File: config.mk
export PLATFORM = sky130hd
export DESIGN_NAME = kw_arb_rr_mux
export DESIGN_NICKNAME = d
export VERILOG_FILES = /design/src/rtl/kw_arb_pkg.sv /design/src/rtl/kw_arb_rr_mux_pick.sv /design/src/rtl/kw_arb_rr_mux.sv
export SDC_FILE = /design/constraint.sdc
export NUM_CORES = 1
export LEC_CHECK = 0
export CAP_MARGIN = 20
export CORE_UTILIZATION = 37
export DETAILED_ROUTE_END_ITERATION = 10
export GPL_TIMING_DRIVEN = 1
export HOLD_SLACK_MARGIN = 0.12
export MAX_ROUTING_LAYER = met4
export PLACE_DENSITY = 0.82
export SYNTH_ARGS = -nofsm -noshare
export SYNTH_HDL_FRONTEND = slang
export SYNTH_SLANG_ARGS = --single-unit
export TNS_END_PERCENT = 10
File: constraint.sdc
create_clock -name clock -period 3.1 [get_ports clock]
set_input_delay 0.465 -clock clock [delete_from_list [all_inputs] [get_ports clock]]
set_output_delay 0.465 -clock clock [all_outputs]
set_load 0.1 [all_outputs]
File: src/rtl/kw_arb_pkg.sv
// Shared types for the round-robin packet arbiter.
// Holds the FSM state enum and a onehot-to-index helper.
package kw_arb_pkg;

  typedef enum logic {
    IDLE = 1'b0,
    LOCK = 1'b1
  } arb_state_e;

  // Widest onehot vector the index helper accepts.
  localparam int MAX_N = 32;

  // OR of the set-bit positions; exact for onehot, 0 for all-zero.
  function automatic int oh2idx(input logic [MAX_N-1:0] oh);
    int idx;
    idx = 0;
    for (int i = 0; i < MAX_N; i++) begin
      if (oh[i]) idx = idx | i;
    end
    return idx;
  endfunction

endpackage

File: src/rtl/kw_arb_rr_mux_pick.sv
// Combinational round-robin pick (N <= 32).
// Ports: ptr/valid in; onehot gnt and its index idx out.
module kw_arb_rr_mux_pick
  import kw_arb_pkg::*;
#(
  parameter int N  = 4,
  parameter int SW = (N > 1) ? $clog2(N) : 1
) (
  input  logic [SW-1:0] ptr,
  input  logic [N-1:0]  valid,
  output logic [N-1:0]  gnt,
  output logic [SW-1:0] idx
);

  logic [N-1:0] hi_mask;
  logic [N-1:0] hi;
  logic [N-1:0] pool;

  always_comb begin
    for (int i = 0; i < N; i++) begin
      hi_mask[i] = (i >= int'(ptr));
    end
  end

  // Prefer channels at/after ptr; else wrap to the low ones.
  assign hi   = valid & hi_mask;
  assign pool = (|hi) ? hi : valid;
  assign gnt  = pool & (~pool + N'(1));
  assign idx  = SW'(oh2idx(MAX_N'(gnt)));

endmodule

File: src/rtl/kw_arb_rr_mux.sv
// Round-robin N:1 packet mux with a registered output stage.
// Ports: clock/reset, in_* per client, out_* stream, busy=lock.
module kw_arb_rr_mux
  import kw_arb_pkg::*;
#(
  parameter int N  = 4,
  parameter int W  = 32,
  parameter int SW = (N > 1) ? $clog2(N) : 1
) (
  input  logic                clock,
  input  logic                reset,
  input  logic [N-1:0]        in_valid,
  input  logic [N-1:0][W-1:0] in_data,
  input  logic [N-1:0]        in_last,
  output logic [N-1:0]        in_ready,
  output logic                out_valid,
  output logic [W-1:0]        out_data,
  output logic                out_last,
  output logic [SW-1:0]       out_sel,
  input  logic                out_ready,
  output logic                busy
);

  arb_state_e    state_q, state_d;
  logic [SW-1:0] ptr_q, ptr_d;
  logic [SW-1:0] lock_q, lock_d;
  logic [N-1:0]  pick_gnt;
  logic [SW-1:0] pick_idx;
  logic [N-1:0]  gnt;
  logic [SW-1:0] src;
  logic          can_load;
  logic          take;
  logic          take_last;

  kw_arb_rr_mux_pick #(
    .N  (N),
    .SW (SW)
  ) u_pick (
    .ptr   (ptr_q),
    .valid (in_valid),
    .gnt   (pick_gnt),
    .idx   (pick_idx)
  );

  assign can_load = !out_valid || out_ready;

  always_comb begin
    gnt = '0;
    src = pick_idx;
    unique case (state_q)
      IDLE: begin
        gnt = pick_gnt;
        src = pick_idx;
      end
      LOCK: begin
        gnt = N'(1) << lock_q;
        src = lock_q;
      end
      default: ;
    endcase
  end

  assign in_ready  = can_load ? gnt : '0;
  assign take      = |(in_valid & in_ready);
  assign take_last = |(in_valid & in_ready & in_last);

  always_comb begin
    state_d = state_q;
    ptr_d   = ptr_q;
    lock_d  = lock_q;
    if (take) begin
      if (take_last) begin
        state_d = IDLE;
        ptr_d   = (int'(src) == N - 1) ? '0 : src + SW'(1);
      end else begin
        state_d = LOCK;
        lock_d  = src;
      end
    end
  end

  always_ff @(posedge clock) begin
    if (reset) begin
      state_q   <= IDLE;
      ptr_q     <= '0;
      lock_q    <= '0;
      out_valid <= 1'b0;
      out_last  <= 1'b0;
      out_sel   <= '0;
    end else begin
      state_q <= state_d;
      ptr_q   <= ptr_d;
      lock_q  <= lock_d;
      if (can_load) begin
        out_valid <= take;
        if (take) begin
          out_last <= take_last;
          out_sel  <= src;
        end
      end
    end
  end

  // Payload needs no reset; out_valid qualifies it.
  always_ff @(posedge clock) begin
    if (can_load && take) out_data <= in_data[src];
  end

  assign busy = (state_q == LOCK);

  a_gnt_oh : assert property (
    @(posedge clock) disable iff (reset) $onehot0(gnt));

  a_rdy_oh : assert property (
    @(posedge clock) disable iff (reset) $onehot0(in_ready));

  for (genvar i = 0; i < N; i++) begin : g_hold
    a_hold : assert property (
      @(posedge clock) disable iff (reset)
      in_valid[i] && !in_ready[i] |=>
        in_valid[i] && $stable(in_data[i]));
  end

endmodule
# Yosys cells after proc, flatten, opt, wreduce, memory -nomap -nowiden
# Index checks and enable logic that the tools add are counted.
# totals
out_inout_bits	41
regBits	41
word_cells	42
inputBits	139
# classes
n_shift	1
addsub	2
reduce_logical	9
bitwise	7
magnitude_cmp	4
muxes	11
eq_ne	1
# ops
cell	count
binary-select mux 32 bit (select 2 bit)	1
2-to-1 mux 32 bit	1
AND 4 bit	4
OR reduction 4 bit	3
2-to-1 mux 4 bit	2
one-hot mux 4 bit (2 select lines)	1
2-to-1 mux 2 bit	3
AND reduction 2 bit	3
adder 4 x 1 -> 4 bit (second input constant)	1
>= comparator 1 x 2 -> 1 bit (first input constant)	2
inverter 4 bit	1
one-hot mux 2 bit (2 select lines)	1
left shift 1 x 2 -> 4 bit (first input constant)	1
less-than comparator 2 x 3 -> 1 bit (second input constant)	1
adder 2 x 1 -> 2 bit (second input constant)	1
== test 2 x 1 -> 1 bit (second input constant)	1
>= comparator 2 bit (first input constant)	1
2-to-1 mux 1 bit	2
inverter 1 bit	2
logical AND 1 bit	1
zero test 1 bit	1
logical OR 1 bit	1

# Longest topological paths before layout
# depth
ltp_word	14
ltp_mapped	12
mapped_depth_nobuf	9

# Modules after synthesis
# A second synthesis with hierarchy kept.
# hier_totals
hier_cells	167
area_unflattened_um2	2528.7
# by_module_without_submodules
mod	cells_each	instances	area_each_um2	seq_area_each_um2
kw_arb_rr_mux	136	1	2332.2	1141.1
kw_arb_rr_mux_pick	31	1	196.4	0.0

# Worst setup path before layout
# OpenSTA, ideal clock, no wires.
# synth_path
path_kind	reg-to-output
from	reg state_q (netlist: busy)
to	out in_ready[3]
slack_ns	-0.291
arrival_ns	2.926
path_stages_with_launch	4
cell_sequence	dfxtp_1 > clkbuf_1 > nand3_1 > a21oi_1
# synth_via
elab_chain_len	3
# synth_rtl
element	line	text
start, declared	kw_arb_rr_mux.sv:24	arb_state_e state_q, state_d;
start signal, assigned	kw_arb_rr_mux.sv:91	state_q <= state_d;
inverter 1 bit	kw_arb_rr_mux.sv:50	unique case (state_q)
one-hot mux 4 bit (2 select lines) (*)	kw_arb_rr_mux.sv:50	
2-to-1 mux 4 bit (*)	kw_arb_rr_mux.sv:63	assign in_ready = can_load ? gnt : '0;
end, declared	kw_arb_rr_mux.sv:15	output logic [N-1:0] in_ready,
# Every way passes the cells marked *; elsewhere a longest branch is shown, timed or not.

# Worst setup path in the final report
# layout_path
from	in in_valid[3]
to	reg out_data[28], data pin
# layout_via
elab_chain_len	12
# layout_rtl
element	line	text
start, declared	kw_arb_rr_mux.sv:12	input logic [N-1:0] in_valid,
AND 4 bit	kw_arb_rr_mux_pick.sv:26	assign hi = valid & hi_mask;
OR reduction 4 bit	kw_arb_rr_mux_pick.sv:27	assign pool = (|hi) ? hi : valid;
2-to-1 mux 4 bit (*)	kw_arb_rr_mux_pick.sv:27	
inverter 4 bit	kw_arb_rr_mux_pick.sv:28	assign gnt = pool & (~pool + N'(1));
adder 4 x 1 -> 4 bit	kw_arb_rr_mux_pick.sv:28	
AND 4 bit (*)	kw_arb_rr_mux_pick.sv:28	
2-to-1 mux 1 bit	kw_arb_pkg.sv:18	if (oh[i]) idx = idx | i;
2-to-1 mux 2 bit	kw_arb_pkg.sv:18	
2-to-1 mux 2 bit (*)	kw_arb_pkg.sv:18	
one-hot mux 2 bit (2 select lines) (*)	kw_arb_rr_mux.sv:50	
binary-select mux 32 bit (select 2 bit) (*)	kw_arb_rr_mux.sv:106	if (can_load && take) out_data <= in_data[src];
2-to-1 mux 32 bit (implied by the code) (*)	kw_arb_rr_mux.sv:106	
end signal, assigned	kw_arb_rr_mux.sv:106	
end, declared	kw_arb_rr_mux.sv:17	output logic [W-1:0] out_data,
# Every way passes the cells marked *; elsewhere a longest branch is shown, timed or not. The select of a mux whose other input is x is not followed.
# A chain may end at the register's enable or synchronous reset.

==> results.toml <==
[floorplan]
pin_count = 180
die_h_um = 89.0
row_count = 31
initial_core_util_pct = 38.4
dieArea_um2 = 7920
core_area_um2 = 7290
die_w_um = 89.0

[flow_run]
cap_viol_max_count = 0

[setup_path]
cp_slowest_stage_delay_ns = 0.65
r2r-end = "out_sel[0]$_SDFFE_PP0P_"
cp_max_fo = 21
reg2reg_depth = 9
r2r_slack_ns = 0.75
path_class = "input port to flip-flop"
start_kind = "input port"
cp.arrival_ns = 2.65
cpMostUsedCell = "mux2i_1"
worst_setup_path_end_kind = "flip-flop"
r2r-start = "busy$_SDFFE_PP0P_"
worstPathCellList = "clkdlybuf4s50_1, or2_4, a31oi_4, o22ai_2, a21oi_1, o21ai_4, buf_4, mux2i_1, mux2i_1"
cp.required_ns = 3.12
slowest_stage = "clkdlybuf4s50_1"

[logic_synthesis]
ys_seq_area_share_pct = 40.8
synthFlopType = "edfxtp_1"
yosysWarnings = 0
syn_nets = 388
synthArstFlopShare_pct = 0
synth_edf_count = 32
avgSynthCellArea_um2 = 11.3
synth_top_area_cell = "mux2i_1"
syn_inst = 248
ys_types = 42
synth_top_area_share_pct = 35.7
synth_area_leaders = "mux2i_1 36%, edfxtp_1 34%, dfxtp_1 6.4%"
synth_seq_cells = 41
netlist_area_um2 = 2800

[clock_tree]
clockBufferDepth = 2
clock_sink_count = 41
clkTransAtPathRegs_ns = 0.08
worst_skew_pair.late_latency_ns = 0.29
post_cts_resized = 0
cts_hold_buffers = 0
cts-root-buf = "clkbuf_8"
cts_tree = "done"
postCtsSetupRepairBufs = 0
cts_buffers = 5
h-tree-depth = 2

[timing]
setup_viol_count_final = 0
rsz0062_at_grt = "no"
fin_skew_ns = 0.0140
tns_ns = 0
relSlewSlack_pct = 63.2
finalHoldViolations = 0
max_slew.worst_pin.slew_ns = 0.550
fmaxAchievable_mhz = 380
fin_crit_sh_pct = 84.8
maxSlewViolCount = 0
period_needed_ns = 2.63

[worst_hold_path]
hold_start = "out_sel[1]$_SDFFE_PP0P_"
hold_end = "out_sel[1]$_SDFFE_PP0P_"
hold_class = "flip-flop to flip-flop"
hold_depth = 1

[cells_and_area]
final_util_pct = 65.7
diodes = 0
nets = 566
ff_latch_area_um2 = 1140
mostFrequentLayoutCells = "138 x clkdlybuf4s50_1, 100 x mux2i_1, 45 x buf_4"
multi_input_comb_area_um2 = 1540
final_area_um2 = 4790
fillers = 599
final_common_cell = "clkdlybuf4s50_1"
final_layout_size_suffix_gt1_share_pct = 16.2
final_cells = 526
area_growth_pct = 71.0

[routing]
detail_route.wl_per_cell_um = 15.3
drt_iter0_markers = 129
antenna_left = 0
drt-total-wl_um = 8060
vias = 2642
dr.pass1.iters = 4
vias_per_cell = 5.02
drc_errors = 0

[pwr]
p_switching_w = 0.00338
totalPowerFinal_w = 0.00596
p_leak_nw = 1.83
seqPwrFrac_pct = 19.9
switching_share_pct = 56.7
p_int_w = 0.00258
p_clk_share_pct = 7.0
power_frac_comb_pct = 73.1
p_per_area_nw_per_um2 = 1240
vdd_drop_max_uv = 568

[placed_design]
place_area_um2 = 4680
place_hpwl_um = 6570
port_buffers = 179
globalplace.congestion = 0.855
dp_cells = 518

[global_route]
grt_pass1_vias = 2548
grt_max_degree = 30
grt_overflow = 0
grt_usage_pct = 20.4
grt_pass1_wl_um = 11900
antenna_found_initial = 0

[outcome]
status = "finished, final reports clean"
[flip-flops by register name, indices dropped and copies added (netlist names)]
signal	flops
lock_q	2
out_data	32
out_sel	2
out_last	1
ptr_q	2
out_valid	1
busy	1
[synth_stat cells, drive strengths merged, types with 3 or more instances]
master	count
nand2	7
o21ai	8
dfxtp	9
nand3	3
and3	3
nor2b	6
a21oi	11
buf	17
mux2i	100
nor2	14
edfxtp	32
inv	6
nand4	5
[cells by family after synthesis]
kind of cell / Yosys count / share of synthesized area, %
buf+inv: 25 / 5.00
simple gates: 45 / 8.71
mux: 100 / 35.7
flops: 41 / 40.8
fa+ha+maj: 1 / 0.447
compound gates: 36 / 9.34
[worst max path at each step]
stage,from,to,depth (start not counted)
after floorplan,busy$_SDFFE_PP0P_,in_ready[2],4
after global placement,in_valid[2],out_sel[0]$_SDFFE_PP0P_,10
after detailed placement,in_valid[3],out_data[28]$_DFFE_PP_,9
after CTS,in_valid[2],in_ready[2],7
after global routing,in_valid[2],in_ready[0],8
final,in_valid[3],out_data[28]$_DFFE_PP_,9
[stage by stage]
step / hold WS [ns] / setup WS, ns
2_1_floorplan: 0.510 / -0.185
3_3_place_gp: 0.451 / 0.229
3_5_place_dp: 0.471 / 0.165
4_1_cts: 0.487 / 0.475
5_1_grt: 0.528 / 0.303
6_report: 0.481 / 0.470
[cell type report]
class / instances / area share [%]
inverters: 6 / 0.470
repair buffers: 190 / 38.8
clock buffers: 6 / 1.52
well taps: 99 / 2.59
flip-flops and latches: 41 / 23.8
clock inverters: 2 / 0.706
multi-input cells: 182 / 32.1
[power by group through the flow]
stage | clock (W) | combinational, W | sequential (W)
2_1_floorplan | 0 | 0.00152 | 0.00299
3_3_place_gp | 0 | 0.00434 | 0.00119
3_5_place_dp | 0 | 0.00439 | 0.00120
4_1_cts | 0.000424 | 0.00439 | 0.00119
5_1_grt | 0.000447 | 0.00454 | 0.00123
6_report | 0.000414 | 0.00436 | 0.00119
[critical path: cells and delay by family]
kind / cells / cell delay (ns)
AO/OA/AOI/OAI: 4 / 0.60
buffers and inverters: 2 / 1.02
multiplexers: 2 / 0.36
AND/OR/NAND/NOR: 1 / 0.19
[metal layers]
layer	GRT usage (%)	up-vias	routed length [µm]
li1	-	1294	-
met3	4.71	15	698
met1	23.8	1194	3160
met5	-	-	0
met2	34.7	139	4030
met4	6.64	0	179
No activity file was read; power rests on OpenSTA's default activity.
